===== config.mk =====
export PLATFORM = sky130hd
export DESIGN_NAME = ripple_carry_addsub_4bit_m1_flat
export DESIGN_NICKNAME = d
export VERILOG_FILES = /design/src/rtl/ripple_carry_addsub_4bit_m1_pkg.sv /design/src/rtl/ripple_carry_addsub_4bit_m1_if.sv /design/src/rtl/ripple_carry_addsub_4bit_m1_full_adder_cell.sv /design/src/rtl/ripple_carry_addsub_4bit_m1.sv /design/src/flat_wrapper.sv
export SDC_FILE = /design/constraint.sdc
export NUM_CORES = 1
export LEC_CHECK = 0
export BUFFER_PORTS_ARGS = -buffer_cell sky130_fd_sc_hd__buf_4
export CAP_MARGIN = 10
export CORE_AREA = 2 2 39 41
export CTS_CLUSTER_DIAMETER = 40
export DETAILED_ROUTE_END_ITERATION = 7
export DIE_AREA = 0 0 41 43
export PLACE_DENSITY = 0.51
export SYNTH_ARGS = -nofsm -noshare
export SYNTH_HDL_FRONTEND = slang
export SYNTH_HIERARCHICAL = 1
export SYNTH_SLANG_ARGS = --single-unit

===== constraint.sdc =====
create_clock -name clk -period 1 [get_ports clk]
set_input_delay 0.3 -clock clk [delete_from_list [all_inputs] [get_ports clk]]
set_output_delay 0.3 -clock clk [all_outputs]
set_load 0.05 [all_outputs]

===== src/rtl/ripple_carry_addsub_4bit_m1_pkg.sv =====
// Shared constants for the ripple-carry adder/subtractor slice.
package addsub_pkg;
    localparam logic MODE_ADD  = 1'b0;
    localparam logic MODE_SUB  = 1'b1;
    localparam int   DEF_WIDTH = 4;
endpackage


===== src/rtl/ripple_carry_addsub_4bit_m1_if.sv =====
// Operand/result bundle for ripple_carry_addsub_4bit_m1.
// The overflow signal exists only when ADDSUB_OVERFLOW_FLAG_EN is defined.
interface ripple_carry_addsub_4bit_m1_if #(
    parameter int WIDTH = addsub_pkg::DEF_WIDTH
);
    logic             in_valid;
    logic [WIDTH-1:0] a;
    logic [WIDTH-1:0] b;
    logic             c_in;
    logic             M;
    logic [WIDTH-1:0] sum;
    logic             c_out;
    logic             out_valid;
`ifdef ADDSUB_OVERFLOW_FLAG_EN
    logic             overflow;
`endif

    modport master (
        output in_valid, a, b, c_in, M,
`ifdef ADDSUB_OVERFLOW_FLAG_EN
        input  overflow,
`endif
        input  sum, c_out, out_valid
    );

    modport slave (
        input  in_valid, a, b, c_in, M,
`ifdef ADDSUB_OVERFLOW_FLAG_EN
        output overflow,
`endif
        output sum, c_out, out_valid
    );
endinterface


===== src/rtl/ripple_carry_addsub_4bit_m1_full_adder_cell.sv =====
// One-bit full adder; chained by the top level into a ripple-carry adder.
module full_adder_cell (
    input  logic i_a,
    input  logic i_b,
    input  logic i_ci,
    output logic o_s,
    output logic o_co
);
    logic w_p;

    assign w_p  = i_a ^ i_b;
    assign o_s  = w_p ^ i_ci;
    assign o_co = (i_a & i_b) | (i_ci & w_p);
endmodule


===== src/rtl/ripple_carry_addsub_4bit_m1.sv =====
// Registered ripple-carry adder/subtractor: {c_out,sum} = a + (b ^ {WIDTH{M}}) + c_in.
// Optional signed overflow output enabled by ADDSUB_OVERFLOW_FLAG_EN.
module ripple_carry_addsub_4bit_m1
    import addsub_pkg::*;
#(
    parameter int WIDTH = DEF_WIDTH
) (
    input  logic                          clk,
    input  logic                          rst_n,
    ripple_carry_addsub_4bit_m1_if.slave  bus
);
    logic             w_invert;
    logic [WIDTH-1:0] w_bb;
    logic [WIDTH:0]   w_carry;
    logic [WIDTH-1:0] w_sum;

    logic [WIDTH-1:0] r_sum_p1;
    logic             r_cout_p1;
    logic             r_vld_p1;

    // c_in is deliberately left to the caller: M=1 with c_in=0 yields a - b - 1.
    assign w_invert   = (bus.M == MODE_SUB);
    assign w_bb       = bus.b ^ {WIDTH{w_invert}};
    assign w_carry[0] = bus.c_in;

    for (genvar gi = 0; gi < WIDTH; gi++) begin : g_chain
        full_adder_cell u_fa (
            .i_a  (bus.a[gi]),
            .i_b  (w_bb[gi]),
            .i_ci (w_carry[gi]),
            .o_s  (w_sum[gi]),
            .o_co (w_carry[gi+1])
        );
    end

    // Stage p0 -> p1: result register, data held while in_valid is low
    always_ff @(posedge clk or negedge rst_n) begin
        if (!rst_n) begin
            r_sum_p1  <= '0;
            r_cout_p1 <= 1'b0;
            r_vld_p1  <= 1'b0;
        end else begin
            r_vld_p1 <= bus.in_valid;
            if (bus.in_valid) begin
                r_sum_p1  <= w_sum;
                r_cout_p1 <= w_carry[WIDTH];
            end
        end
    end

    assign bus.sum       = r_sum_p1;
    assign bus.c_out     = r_cout_p1;
    assign bus.out_valid = r_vld_p1;

`ifdef ADDSUB_OVERFLOW_FLAG_EN
    logic r_ovf_p1;

    always_ff @(posedge clk or negedge rst_n) begin
        if (!rst_n) begin
            r_ovf_p1 <= 1'b0;
        end else if (bus.in_valid) begin
            r_ovf_p1 <= w_carry[WIDTH] ^ w_carry[WIDTH-1];
        end
    end

    assign bus.overflow = r_ovf_p1;
`endif
endmodule


===== src/flat_wrapper.sv =====
// flat-port wrapper written by rule: the top's interface ports become plain ports
module ripple_carry_addsub_4bit_m1_flat import addsub_pkg::*;
#(
    parameter int WIDTH = DEF_WIDTH
)
  (clk, rst_n, bus_in_valid, bus_a, bus_b, bus_c_in, bus_M, bus_sum, bus_c_out, bus_out_valid);
  ripple_carry_addsub_4bit_m1_if #(.WIDTH(WIDTH)) bus_i ();
  input  logic clk;
  input  logic rst_n;
  input wire logic [$bits(bus_i.in_valid)-1:0] bus_in_valid;
  input wire logic [$bits(bus_i.a)-1:0] bus_a;
  input wire logic [$bits(bus_i.b)-1:0] bus_b;
  input wire logic [$bits(bus_i.c_in)-1:0] bus_c_in;
  input wire logic [$bits(bus_i.M)-1:0] bus_M;
  output wire logic [$bits(bus_i.sum)-1:0] bus_sum;
  output wire logic [$bits(bus_i.c_out)-1:0] bus_c_out;
  output wire logic [$bits(bus_i.out_valid)-1:0] bus_out_valid;
  assign bus_i.in_valid = bus_in_valid;
  assign bus_i.a = bus_a;
  assign bus_i.b = bus_b;
  assign bus_i.c_in = bus_c_in;
  assign bus_i.M = bus_M;
  assign bus_sum = bus_i.sum;
  assign bus_c_out = bus_i.c_out;
  assign bus_out_valid = bus_i.out_valid;
  ripple_carry_addsub_4bit_m1 #(.WIDTH(WIDTH)) u_core (.clk(clk), .rst_n(rst_n), .bus(bus_i));
endmodule

==> results by stage <==
Outcome:
- The flow ran to the end, but the final reports show violations.
- The final reports fail on setup timing.

Worst setup path:
- The endpoint of the worst register-to-register path is u_core/bus.sum[0]$_DFFE_PN0P_.
- The critical setup path kind is primary input to flop.
- The number of cell instances on the worst register-to-register path is 2.
- The startpoint identified for the worst register-to-register timing path is u_core/bus.sum[0]$_DFFE_PN0P_.
- The data arrival time of the worst path is 2.25 ns.
- At the worst endpoint, the required time is 1.13 ns.
- The element type at the critical path end is a flop.
- The highest fanout seen on the critical path is 2.
- The internal reg-to-reg setup slack is 0.11 ns.
- The startpoint kind of the worst setup timing path is a primary input.

Pwr:
- Sequential cells burn 30.0% of the power.
- Of the total power, combinational logic draws 50.2%.
- The worst-case IR drop observed on VDD is 1.10 mV.
- The clock network is responsible for 19.8% of the overall power.
- The static leakage is 0.272 nW.
- The net switching power is 0.000440 W.
- The net switching fraction of the power is 38.5%.
- Dividing total power by cell area gives a power density of 1950 nW/µm².
- The internal power of the cells totals 0.000703 W.

Synthesis:
- The synthesized area is 322 µm².
- Each instance of the synthesized netlist takes up on average 16.9 µm².
- The count of warnings emitted by yosys is 6.
- The number of nets in the synthesized netlist is 36.
- After synthesis, flip-flops and latches occupy 46.7% of the total area.
- The number of flip-flops and latches in the synthesized netlist is 6.
- The number of unique standard cell types used by synthesis is 4.
- The number of instances in the synthesized netlist is 19.

Timing:
- Setup repair after global routing could not meet its margin everywhere.
- The final-report setup violation count is 11.
- The worst setup slack after layout is -1.12 ns.
- The post-route fraction of the period consumed by the critical path is 212%.
- The relative slew slack is 86.4%.
- The number of pins with negative max-slew slack in the final report came to 0.
- At the pin with the least slew margin, the transition time is 0.204 ns.
- The count of endpoints failing hold in the final timing report is 0.
- The worst path in the final design needs a cycle of 2.12 ns, including I/O delays and setup.
- The final-layout setup total negative slack is -4.02 ns.
- Static timing analysis puts the maximum clock frequency at 0.471 GHz.
- The maximum clock skew at final layout is 0 ns.

Floorplan:
- Pin placement for this block handled 19 I/O pins.
- The overall die height is 43 µm.
- The row count is 14.
- The die covers 1760 µm².
- The total area inside the core boundary comes to 1380 µm².
- For this configuration, the core starts out at a cell density of 23.2%.
- The floorplan die width is 41 µm.

Worst hold path:
- The source of the worst hold timing path is bus_in_valid.
- The worst min-delay path class is primary input to flop.
- Counting instances, the worst hold path has a depth of 1.
- The path with the worst hold slack has its endpoint at u_core/bus.out_valid$_DFF_PN0_.

Clock tree:
- Clock tree synthesis inserted a total of 3 buffers.
- The root buffer cell chosen for the clock tree is sky130_fd_sc_hd__clkbuf_4.
- The count of H-tree levels built during CTS is 1.
- The clock drives 6 sinks.
- TritonCTS built the clock tree.
- The clock latency on the worst-skew pair is 0.25 ns.
- After clock tree synthesis, the clock-pin slew on the worst setup and hold paths is 0.04 ns.
- Counting along the longest clock path gives a buffer depth of 2.

Final layout:
- After the last flow step, the layout net total stands at 63.
- Relative to the synthesized area, the layout overhead comes to 82.5%.
- Leaving out fill and tap cells, the most frequent cell in the layout is sky130_fd_sc_hd__buf_4.
- The number of fillers in the final layout is 137.
- The total inserted antenna cells is 0.
- Summing all non-filler instances in the final layout gives an area of 587 µm².
- In the layout the commonest cells are sky130_fd_sc_hd__buf_4, sky130_fd_sc_hd__buf_6, sky130_fd_sc_hd__dfrtp_1, sky130_fd_sc_hd__fa_2.
- Cells with a size suffix above 1 make up 77.3% of the layout.

Detailed routing:
- The via count is 246.
- For this run, the detailed router's first-pass iteration total came to 1.
- After detailed routing, the average wire length per cell comes to 10.5 µm.
- In the routed layout, each cell is associated on average with a via count of 4.10.
- The number of design-rule violations left by the first detailed-router iteration is 0.
- After detailed routing, the number of remaining DRC violations is 0.
- Once detail routing completed, the nets flagged for antenna violations numbered 0.
- The aggregate routed wire length is 630 µm.

GRT:
- The number of global-route vias before repair came to 272.
- The initial antenna violation count is 0.
- The first global-routing pass estimated 1190 µm of wire.
- Global routing finished with a remaining overflow of 0.
- Across every metal layer, demand over resource in global routing totals 11.0%.
- Entering global routing, the biggest net connects 7 pins.

Placement:
- After detailed placement, the total cell area comes to 505 µm².
- The HPWL reported at the end of detailed placement is 517 µm.
- The placer congestion estimate is 0.660.
- Buffers placed on the I/O ports in this run total 18.
- The worst setup timing slack at the placement stage is -1.44 ns.

Flow run:
- The tool flagged a number of max-cap violations equal to 0.
-- synth_stat cells --
cell type / number / area, µm²
sky130_fd_sc_hd__dfrtp_1: 6 / 150
sky130_fd_sc_hd__fa_1: 4 / 80.1
sky130_fd_sc_hd__mux2_2: 5 / 56.3
sky130_fd_sc_hd__xor2_1: 4 / 35.0
-- worst max-delay path by stage --
stage / depth (start not counted) / start / to
after floorplan: 6 / bus_M / u_core/bus.sum[3]$_DFFE_PN0P_
after global placement: 7 / bus_M / u_core/bus.sum[3]$_DFFE_PN0P_
after detailed placement: 7 / bus_M / u_core/bus.sum[3]$_DFFE_PN0P_
after CTS: 7 / bus_M / u_core/bus.sum[3]$_DFFE_PN0P_
after global routing: 7 / bus_M / u_core/bus.sum[3]$_DFFE_PN0P_
final: 7 / bus_M / u_core/bus.sum[3]$_DFFE_PN0P_
-- per-layer routing --
layer	share of wire (%)	vias up	GRT usage, %
li1	-	113	-
met5	0	-	0
met3	9.7	3	9.95
met4	2.1	0	6.00
met1	29	120	9.36
met2	59	10	16.3
-- final cells by class --
cell class,count,area [µm²],area share [%]
clock buffers,3,22.5,3.84
well taps,16,20.0,3.41
flip-flops and latches,6,150,25.6
multi-input cells,13,196,33.5
repair buffers,22,198,33.7
-- state kept, by name, summed over array words and instances (netlist names) --
name and flops:
u_core/bus.c_out 1, u_core/bus.sum 4, u_core/bus.out_valid 1
-- logic make-up (layout without fill, tap and decap cells) --
| family | count (synthesis) | after routing | synth area share (%) |
|---|---|---|---|
| buf+inv | 0 | 25 | 0 |
| flops | 6 | 6 | 46.7 |
| mux | 5 | 5 | 17.5 |
| xor+xnor | 4 | 4 | 10.9 |
| fa+ha+maj | 4 | 4 | 24.9 |
-- stage by stage --
stage | power (W) | util [%] | cells | hold slack [ns]
floorplan | 0.000654 | - | 19 | 0.00441
global placement | 0.000835 | 36.5 | 54 | 0.108
detailed placement | 0.000839 | 36.5 | 54 | 0.110
CTS | 0.00117 | 42.1 | 60 | 0.212
global route | 0.00122 | 42.4 | 60 | 0.221
finish | 0.00114 | 42.4 | 60 | 0.222
-- power groups by stage --
| stage | logic, W | registers (W) | clock network [W] |
|---|---|---|---|
| global placement | 0.000501 | 0.000334 | 0 |
| global route | 0.000614 | 0.000354 | 0.000249 |
| finish | 0.000574 | 0.000344 | 0.000226 |
| floorplan | 0.000108 | 0.000545 | 0 |
| detailed placement | 0.000501 | 0.000338 | 0 |
| CTS | 0.000582 | 0.000345 | 0.000244 |
-- critical path, stage by stage --
cell	delay, ns
sky130_fd_sc_hd__buf_8	0.10
sky130_fd_sc_hd__xor2_2	0.17
sky130_fd_sc_hd__fa_2	0.33
sky130_fd_sc_hd__fa_2	0.34
sky130_fd_sc_hd__fa_2	0.34
sky130_fd_sc_hd__fa_2	0.40
sky130_fd_sc_hd__mux2_2	0.26
-- repair_timing --
item / CTS / global route
pin swaps: 0 / 1
hold endpoints to repair: 6 / 0
endpoints found under the setup margin: 11 / 11
resized for setup: 8 / 1
hold buffers: 1 / 0
setup buffers: 2 / 0
(Power assumes the default switching activity.)
